===== src/rtl/seg7_pkg.sv =====
// Shared constants for the 7-segment scan driver: active-high segment codes.
// Latency: n/a (constants and a pure lookup function).
// Backpressure: n/a.
package seg7_pkg;

  // Segment vector, bit 6 = a ... bit 0 = g, 1 = segment lit.
  typedef logic [6:0] seg_code_t;

  localparam seg_code_t SEG_BLANK = 7'b0000000;

  // Glyphs for 0..9 followed by A b C d E F.
  localparam seg_code_t SEG_CODE [16] = '{
    7'b1111110, 7'b0110000, 7'b1101101, 7'b1111001,
    7'b0110011, 7'b1011011, 7'b1011111, 7'b1110000,
    7'b1111111, 7'b1111011, 7'b1110111, 7'b0011111,
    7'b1001110, 7'b0111101, 7'b1001111, 7'b1000111
  };

  function automatic seg_code_t seg7_lookup(input logic [3:0] val);
    return SEG_CODE[val];
  endfunction

endpackage


===== src/rtl/seg7_encode.sv =====
// Nibble to active-high 7-segment code, with a flag for displayable values.
// Latency: combinational, zero cycles.
// Backpressure: none; output follows input every cycle.
module seg7_encode
  import seg7_pkg::*;
(
  input  logic [3:0] i_val,
  input  logic       i_hex_en,
  output logic [6:0] o_code,
  output logic       o_valid
);

  // Decimal digits are always shown; 10..15 only when hex display is enabled.
  always_comb begin
    o_valid = (i_val < 4'd10) || i_hex_en;
    o_code  = o_valid ? seg7_lookup(i_val) : SEG_BLANK;
  end

endmodule


===== src/rtl/seg7_scan_driver.sv =====
// Time-multiplexed DIGITS-wide 7-segment driver with one-hot anode scanning.
// Latency: outputs registered, one cycle behind the internal scan state.
// Backpressure: none; load is accepted on any cycle it is asserted.
module seg7_scan_driver
  import seg7_pkg::*;
#(
  parameter int DIGITS         = 6,
  parameter int SCAN_DIV       = 100000,
  parameter int BLINK_FRAMES   = 256,
  parameter int ACTIVE_LOW_SEG = 1,
  parameter int ACTIVE_LOW_AN  = 1
) (
  input  logic                  clk,
  input  logic                  rst,
  input  logic                  load,
  input  logic [4*DIGITS-1:0]   digits_in,
  input  logic [DIGITS-1:0]     dp_in,
  input  logic [DIGITS-1:0]     blink_mask,
  input  logic                  blank_lz,
  input  logic                  hex_en,
  output logic [6:0]            seg,
  output logic                  dp,
  output logic [DIGITS-1:0]     an,
  output logic                  frame_tick
);

  localparam int PW = (SCAN_DIV > 1) ? $clog2(SCAN_DIV) : 1;
  localparam int KW = (DIGITS > 1) ? $clog2(DIGITS) : 1;
  localparam int BW = (BLINK_FRAMES > 1) ? $clog2(BLINK_FRAMES) : 1;

  // XOR masks that turn active-high internal values into pin polarity;
  // they are also the "everything off" pin values.
  localparam logic [6:0]        SEG_OFF = (ACTIVE_LOW_SEG != 0) ? 7'h7F : 7'h00;
  localparam logic              DP_OFF  = (ACTIVE_LOW_SEG != 0);
  localparam logic [DIGITS-1:0] AN_OFF  = (ACTIVE_LOW_AN != 0) ? {DIGITS{1'b1}} : '0;

  // Scan state.
  logic [PW-1:0]        r_p;
  logic [KW-1:0]        r_k;
  logic [BW-1:0]        r_bcnt;
  logic                 r_blink_phase;

  // Shadow copies of the display contents.
  logic [4*DIGITS-1:0]  r_digits;
  logic [DIGITS-1:0]    r_dp;
  logic [DIGITS-1:0]    r_blink;

  // Output registers.
  logic [6:0]           r_seg;
  logic                 r_dp_out;
  logic [DIGITS-1:0]    r_an;
  logic                 r_frame_tick;

  logic                 w_p_last;
  logic                 w_k_last;
  logic                 w_frame_end;
  logic [3:0]           w_val;
  logic                 w_dp_sel;
  logic                 w_blink_sel;
  logic                 w_lz_sel;
  logic [DIGITS-1:0]    w_onehot;
  logic [DIGITS-1:0]    w_upper_zero;
  logic [6:0]           w_code;
  logic                 w_code_valid;
  logic                 w_blank;
  logic                 w_lit;
  logic [6:0]           w_seg_hi;
  logic                 w_dp_hi;
  logic [DIGITS-1:0]    w_an_hi;

  assign w_p_last    = (r_p == PW'(SCAN_DIV - 1));
  assign w_k_last    = (r_k == KW'(DIGITS - 1));
  assign w_frame_end = w_p_last && w_k_last;

  // Prescaler, slot index and blink phase; the phase flips every BLINK_FRAMES frames.
  always_ff @(posedge clk) begin
    if (rst) begin
      r_p           <= '0;
      r_k           <= '0;
      r_bcnt        <= '0;
      r_blink_phase <= 1'b0;
    end else begin
      r_p <= w_p_last ? '0 : r_p + PW'(1);
      if (w_p_last) begin
        r_k <= w_k_last ? '0 : r_k + KW'(1);
      end
      if (w_frame_end) begin
        if (r_bcnt == BW'(BLINK_FRAMES - 1)) begin
          r_bcnt        <= '0;
          r_blink_phase <= ~r_blink_phase;
        end else begin
          r_bcnt <= r_bcnt + BW'(1);
        end
      end
    end
  end

  // Shadow registers capture on load at any point in the scan; reset wins over load.
  always_ff @(posedge clk) begin
    if (rst) begin
      r_digits <= '0;
      r_dp     <= '0;
      r_blink  <= '0;
    end else if (load) begin
      r_digits <= digits_in;
      r_dp     <= dp_in;
      r_blink  <= blink_mask;
    end
  end

  // Mark each digit position whose own nibble and all more significant nibbles are zero.
  always_comb begin
    logic acc;
    w_upper_zero = '0;
    acc          = 1'b1;
    for (int i = DIGITS - 1; i >= 0; i--) begin
      acc             = acc && (r_digits[4*i +: 4] == 4'h0);
      w_upper_zero[i] = acc;
    end
  end

  // Select the attributes of the digit in the current slot.
  always_comb begin
    w_val       = 4'h0;
    w_dp_sel    = 1'b0;
    w_blink_sel = 1'b0;
    w_lz_sel    = 1'b0;
    w_onehot    = '0;
    for (int i = 0; i < DIGITS; i++) begin
      if (r_k == KW'(i)) begin
        w_val       = r_digits[4*i +: 4];
        w_dp_sel    = r_dp[i];
        w_blink_sel = r_blink[i];
        w_lz_sel    = w_upper_zero[i];
        w_onehot[i] = 1'b1;
      end
    end
  end

  seg7_encode u_encode (
    .i_val    (w_val),
    .i_hex_en (hex_en),
    .o_code   (w_code),
    .o_valid  (w_code_valid)
  );

  // Blanking and dead time; digit 0 is exempt from leading-zero suppression.
  always_comb begin
    w_blank  = !w_code_valid
            || (blank_lz && (r_k != '0) && w_lz_sel)
            || (w_blink_sel && r_blink_phase);
    w_lit    = (r_p != '0) && !w_blank;
    w_seg_hi = w_lit ? w_code : SEG_BLANK;
    w_dp_hi  = w_lit && w_dp_sel;
    w_an_hi  = w_lit ? w_onehot : '0;
  end

  // Register pin values in drive polarity; frame_tick marks the last cycle of a frame.
  always_ff @(posedge clk) begin
    if (rst) begin
      r_seg        <= SEG_OFF;
      r_dp_out     <= DP_OFF;
      r_an         <= AN_OFF;
      r_frame_tick <= 1'b0;
    end else begin
      r_seg        <= w_seg_hi ^ SEG_OFF;
      r_dp_out     <= w_dp_hi ^ DP_OFF;
      r_an         <= w_an_hi ^ AN_OFF;
      r_frame_tick <= w_frame_end;
    end
  end

  assign seg        = r_seg;
  assign dp         = r_dp_out;
  assign an         = r_an;
  assign frame_tick = r_frame_tick;

endmodule

===== config.mk =====
export PLATFORM = sky130hd
export DESIGN_NAME = seg7_scan_driver
export DESIGN_NICKNAME = d
export VERILOG_FILES = /design/src/rtl/seg7_pkg.sv /design/src/rtl/seg7_encode.sv /design/src/rtl/seg7_scan_driver.sv
export SDC_FILE = /design/constraint.sdc
export NUM_CORES = 1
export LEC_CHECK = 0
export ABC_CLOCK_PERIOD_IN_PS = 2700
export CAP_MARGIN = 20
export CORE_UTILIZATION = 30
export CTS_BUF_LIST = sky130_fd_sc_hd__clkbuf_4
export DETAILED_ROUTE_END_ITERATION = 10
export GPL_TIMING_DRIVEN = 0
export HOLD_SLACK_MARGIN = 0.1
export MAX_ROUTING_LAYER = met4
export PLACE_DENSITY_LB_ADDON = 0.3
export SKIP_CTS_REPAIR_TIMING = 1
export SYNTH_ARGS = -nofsm -noshare
export SYNTH_HDL_FRONTEND = slang
export SYNTH_SLANG_ARGS = --single-unit

===== constraint.sdc =====
create_clock -name clk -period 2.7 [get_ports clk]
set_input_delay 0.27 -clock clk [delete_from_list [all_inputs] [get_ports clk]]
set_output_delay 0.27 -clock clk [all_outputs]
set_load 0.01 [all_outputs]

* Word level (Yosys, flattened, before mapping) *
Memory sizes are Yosys's and may differ from the RTL's.
Cells that the tools add are included.

storage, ports and cells
  flip-flop bits (word level) = 80
  bits in latches = 0
  bits in writable memories = 0
  bits in read-only memories = 112
  input bits = 41
  output and inout bits = 15
  logic and storage cells = 93
  memories kept = 1

memories
  memory           depth  width  read ports  clocked after memory_dff  write ports  RTL line        text
  (no name shown)  16     7      1           0                         0            seg7_pkg.sv:20  return SEG_CODE[val];

cells by class
  $add $sub $neg = 3
  $mul = 0
  div/mod/pow operators = 0
  magnitude comparators = 2
  equal/unequal tests = 7
  shifts and indexed selects = 0
  muxes and demuxes = 37
  bitwise operators = 5
  reduce and logical (&&, ||, !) cells = 27

operators by type and width
  cell                                                  number
  two-way mux 7 bit                                     4
  zero test 4 bit                                       6
  two-way mux 1 bit                                     24
  two-way mux 4 bit                                     6
  adder 17 x 1 -> 17 bit (second input constant)        1
  equality test 17 bit (second input constant)          1
  nonzero test 17 bit                                   1
  logical AND 1 bit                                     11
  adder 8 x 1 -> 8 bit (second input constant)          1
  equality test 8 bit (second input constant)           1
  two-way mux 8 bit                                     1
  NOT 7 bit                                             1
  equality test 3 x 2 -> 1 bit (second input constant)  2
  equality test 3 bit (second input constant)           2
  two-way mux 6 bit                                     1
  NOT 6 bit                                             1
  >= comparator 5 bit (second input constant)           1
  NOT 4 -> 5 bit                                        1
  less-than comparator 4 bit (second input constant)    1
  adder 3 x 1 -> 3 bit (second input constant)          1
  equality test 3 x 1 -> 1 bit (second input constant)  1
  zero test 3 bit                                       1
  logical OR 1 bit                                      3
  two-way mux 3 bit                                     1
  5 further kinds                                       7

* Longest topological paths before layout *
Gate-level depths: netlist of the first run.

  depth in word-level cells = 19
  depth in mapped cells = 11
  mapped depth without buffers = 10

* Cells and area by module *
Synthesis of the first run repeated with hierarchy kept, for this count alone.

unflattened totals
  cell total of the unflattened synthesis = 430
  area total of the unflattened synthesis = 3788.6 um^2

modules (own cells, without submodules)
  module            instances  cells each  area an instance (um^2)  seq. area each (um^2)
  seg7_scan_driver  1          387         3465.8                   1601.5
  seg7_encode       1          43          322.8                    0.0

* Least setup slack after synthesis of the first run *
OpenSTA, ideal clock, no wires.

  path kind = reg-to-reg
  start = reg r_k[2]
  end = reg r_seg[3] (netlist: seg[3])
  arrival time = 2.147 ns
  slack = 0.425 ns
  stages on the path, launching flop included = 12
  buffers on the path = 1
  period minus slack after synthesis = 2.275 ns
  cell sequence = dfxtp_1 > buf_2 > inv_2 > ha_1 > nor2_1 > o21ai_0 > o221ai_1 > inv_1 > ha_1 > mux2_2 > nand2_1 > o211ai_1

between the ends
  cells in the longest elaborated chain, start to end = 16
  elaborated cells between the ends (all ways) = 42

ends and longest elaborated chain
  item                                                                          RTL line                 text
  start: declaration                                                            seg7_scan_driver.sv:39   logic [KW-1:0] r_k;
  start signal: assignment                                                      seg7_scan_driver.sv:85   r_k <= w_k_last ? '0 : r_k + KW'(1);
  parallel branches: the longest is 14 deep, another holds memory (16 x 7 bit)  --
  two-way mux 7 bit *                                                           seg7_scan_driver.sv:153  w_seg_hi = w_lit ? w_code : SEG_BLANK;
  NOT 7 bit (no source line) *                                                  --
  end signal: assignment                                                        seg7_scan_driver.sv:166  r_seg <= w_seg_hi ^ SEG_OFF;
  end: declaration                                                              seg7_scan_driver.sv:49   logic [6:0] r_seg;

Every way passes the cells marked *. The select of a mux whose other input is x is not followed.
A chain may end at the register's enable or synchronous reset.

* Worst setup path after layout of the first run *
  start = reg r_k[1]
  end = reg r_an[0] (netlist: an[0])

between the ends
  cells in the longest elaborated chain, start to end = 16
  elaborated cells between the ends (all ways) = 38

ends and longest elaborated chain
  item                             RTL line                 text
  zero test 3 bit                  seg7_scan_driver.sv:130  if (r_k == KW'(i)) begin
  two-way mux 4 bit (6 in series)  seg7_scan_driver.sv:130
  less-than comparator 4 bit       seg7_encode.sv:15        o_valid = (i_val < 4'd10) || i_hex_en;
  logical OR 1 bit                 seg7_encode.sv:15
  zero test 1 bit                  seg7_scan_driver.sv:149  w_blank = !w_code_valid
  logical OR 1 bit                 seg7_scan_driver.sv:150  || (blank_lz && (r_k != '0) && w_lz_sel)
  logical OR 1 bit                 seg7_scan_driver.sv:151  || (w_blink_sel && r_blink_phase);
  zero test 1 bit                  seg7_scan_driver.sv:152  w_lit = (r_p != '0) && !w_blank;
  logical AND 1 bit                seg7_scan_driver.sv:152
  two-way mux 6 bit *              seg7_scan_driver.sv:155  w_an_hi = w_lit ? w_onehot : '0;
  NOT 6 bit (no source line) *     --
  end signal: assignment           seg7_scan_driver.sv:168  r_an <= w_an_hi ^ AN_OFF;
  end: declaration                 seg7_scan_driver.sv:51   logic [DIGITS-1:0] r_an;

Every way passes the cells marked *; elsewhere a longest branch is shown, timed or not.

==> results of run 1 <==
==> cell usage in the layout, fill, tap and decap left out, drive strengths merged, types with 5 or more instances in the layout <==
cell / n
xnor2: 6
dfxtp: 80
and3: 7
a211oi: 5
buf: 12
nor4: 9
xor2: 14
a21oi: 12
o221ai: 6
nand3: 19
nand2b: 6
nand4: 5
nor2: 73
nand2: 26
clkdlybuf4s50: 54
o21ai: 11
inv: 12
mux2i: 43
ha: 10
clkbuf: 22
==> per-stage QoR <==
| stage | setup slack (ns) | hold WS (ns) | setup TNS (ns) |
|---|---|---|---|
| after floorplan | 0.4253 | 0.4168 | 0 |
| after global placement | -0.05208 | 0.4486 | -0.2058 |
| after detailed placement | -0.05166 | 0.4582 | -0.1777 |
| after CTS | -0.08854 | 0.3657 | -0.5062 |
| after global routing | 0.01673 | 0.3859 | 0 |
| final | 0.1812 | 0.3818 | 0 |
==> final cells by class <==
type / instances / area [µm²] / share of cell area (%)
plain buffers: 22 / 106.4 / 2.324
clock buffers: 10 / 75.07 / 1.641
clock inverters: 6 / 36.28 / 0.7930
inverters: 12 / 45.04 / 0.9844
multi-input cells: 298 / 1971 / 43.07
flip-flops and latches: 80 / 1603 / 35.03
well taps: 147 / 183.9 / 4.020
repair buffers: 56 / 555.5 / 12.14
==> path summary, 6_finish.rpt <==
path	endpoint	slack [ns]	start
min reg2reg	r_bcnt[7]	0.49	r_bcnt[7]
max	an[0]	0.18	r_k[1]
min	r_digits[8]	0.38	load
max reg2reg	an[0]	0.18	r_k[1]
==> worst register-to-register path: cells and delay by family (launching register included) <==
kind | cells | cell delay [ns]
AOI/OAI and AO/OA | 2 | 0.67
adders and majority gates | 1 | 0.20
buffers and inverters | 3 | 0.61
DFF | 1 | 0.36
and+or+nand+nor | 4 | 0.55
==> registers in the layout, summed over array words and instances, names as in the netlist <==
signal and flops:
r_digits 24, r_p 17, r_bcnt 8, seg 7, an 6, r_blink 6, r_dp 6, r_k 3
dp 1, frame_tick 1, r_blink_phase 1
==> power by group through the flow <==
stage | Clock [µW] | Sequential, µW | Combinational [µW]
2_1_floorplan | 0 | 1280 | 155
3_3_place_gp | 0 | 1290 | 283
3_5_place_dp | 0 | 1290 | 287
4_1_cts | 631 | 1260 | 289
5_1_grt | 688 | 1270 | 320
6_report | 600 | 1260 | 292
==> routing by layer <==
| layer | wire length [µm] | vias up | track usage, % |
|---|---|---|---|
| met5 | 0 | - | - |
| met4 | 102 | 0 | 4.474 |
| met3 | 288 | 15 | 4.285 |
| met2 | 4525 | 53 | 26.42 |
| met1 | 3983 | 1492 | 16.78 |
| li1 | - | 1570 | - |
==> cells by family after synthesis <==
family                     after synthesis
AOI/OAI and AO/OA                       47
xor gates and xnor gates                20
adders and majority gates               10
buffers and inverters                   34
DFF                                     80
muxes                                   46
and+or+nand+nor                        175
==> metrics.md, run 1 <==
| Metric | Value |
|---|---|
| Final Hold Fails | `0` |
| P_int | `roughly 1600 µW` |
| Mapped Area | `about 0.0037 mm²` |
| Unrepaired setup endpoints after global routing | `no` |
| Endpoints failing setup | `0` |
| # IOs | `56` |
| Comb pwr share | `between 10% and 20%` |
| Clock-pin slew on the worst setup and hold paths | `about 0.13 ns` |
| Clock share of power | `between 20% and 30%` |
| Share of cells above drive strength 1 | `8.264%` |
| Final ANT Viol Nets | `0` |
| Max-slew violations | `0` |
| Worst EP required | `3.02 ns` |
| Most common cell in the netlist | `dfxtp_1` |
| Mux cell area share after synthesis | `between 10% and 20%` |
| Final Cell Area | `between 0.004 and 0.005 mm²` |
| First drt pass iteration count | `4` |
| Clock sink total | `80` |
| Yosys top cell area share | `between 40% and 50%` |
| Die area | `0.01281 mm²` |
| Yosys reg bits | `80` |
| Synth cell types | `slightly below 50` |
| GRT overflow | `0` |
| Pwr Total | `2154 µW` |
| Number of fill cells | `~1300` |
| First-pass GRT wire length | `14710 µm` |
| Compound-gate portion of the synthesized area | `9.241%` |
| Fin crit share | `a little over 90%` |
| Wirelength per Cell | `approximately 14 µm` |
| Global placer's final weighted congestion | `between 0.8 and 0.9` |
| Lkg Pwr | `between 0.0015 and 0.002 µW` |
| EDFF count, synth | `0` |
| Placement Cell Area | `about 0.0044 mm²` |
| Synth Warn # | `0` |
| Total Wirelength | `just under 9000 µm` |
| CP Capture Type | `flop` |
| Vias per cell | `4.960` |
| Peak Freq | `between 0.3 and 0.4 GHz` |
| CP bufs+invs | `3` |
| Total CTS buffers | `9` |
| Diode count | `0` |
| Final min period | `around 2.5 ns` |
| Hold Path Class | `primary input to flop` |
| Switching part of the total power | `a little over a quarter` |
| Most frequent cells after synthesis | `dfxtp_1 (80), nor2_1 (73), mux2i_1 (43)` |
| Crit path cell chain | `buf_2, and2_1, ha_1, clkbuf_2, nand3_1, o221a_2, nand2_2, a311oi_4, buf_6, nand3_1` |
| Die X | `between 100 and 150 µm` |
| P&R area growth vs syn | `23.34%` |
| Number of global-route vias before repair | `approximately 3000` |
| Number of cells on the worst reg-to-reg path | `10` |
| Slew Limit Headroom | `51.43%` |
| Delay-heaviest family, CP | `compound AO/OA/AOI/OAI gates` |
| HPWL Detailed | `between 6000 and 7000 µm` |
| Ys flop type | `dfxtp_1` |
| Skew final | `0.01990 ns` |
| Worst Hold Depth | `3` |
| Cells after Synth | `412` |
| Main combinational cell family by area after synthesis | `simple AND/OR/NAND/NOR gates` |
| Crit-path slowest cell | `a311oi_4` |
| Cell accounting for the most synthesized area | `dfxtp_1` |
| Tot GR Track Use | `15.15%` |
| Clk root buf | `clkbuf_4` |
| Port bufs | `54` |
| CORE AREA | `roughly 0.012 mm²` |
| Sequential share of the synthesized area | `about 43%` |
| Flop pwr share | `around three fifths` |
| Outcome | `finished, final reports clean` |
| TritonCTS clock tree | `built` |
| H-tree level count | `3` |
| # Max-Cap Violations | `0` |
| Worst vdd ir | `around 0.25 mV` |
| Avg Cell Area, Syn | `~9 µm²` |
| Kind of critical path | `flop to flop` |
| Startpoint Class | `flop` |
| Critical Path Most Common Cell | `nand3_1` |
| Adder-cell share of the synthesized area | `3.373%` |
| Slew @ Worst Pin | `roughly 0.73 ns` |
| Placed insts | `roughly 610` |
| Fin util | `between 30% and 40%` |
| Arrival @ worst endpoint | `roughly 2.8 ns` |
| Row cnt | `40` |
| Initial core utilization | `about 30%` |
| Pwr per Cell Area | `between 400 and 500 mW/mm²` |
| Total stage count of the critical path | `10` |
| Die Y | `around 110 µm` |
| Max FO, Critical Path | `10` |
| Clock Latency Late Sink | `0.45 ns` |
| Largest net degree at the start of global routing | `14` |
| Synth Area in Simple Gates | `between 20% and 30%` |
| Async S/R FF share, synth | `0%` |
| DR vias | `3130` |
| Initial antenna violation count | `0` |
| Slowest cell delay on critical path | `~0.38 ns` |
| Final std cells w/o fill | `~630` |
| Residual DRC | `0` |
| Sw Pwr | `around 570 µW` |
| DRT iter0 DRCs | `approximately 120` |
| Final Net Count | `530` |
| Top cells by area, synth | `dfxtp_1 (43%), mux2i_1 (12%), nor2_1 (7.4%)` |
| Synthesized Nets | `about 460` |
| Clock Path Buffers | `2` |
| Xor/xnor share of the synthesized area | `~4.7%` |
Note: power is estimated with default switching activity, not from simulation.
==> run 2, diff against run 1 <==
Settings changed: CAP_MARGIN 20 to default.
==> results of run 2 <==
Same layout as run 1: the final DEF is identical, and so are final timing and power.
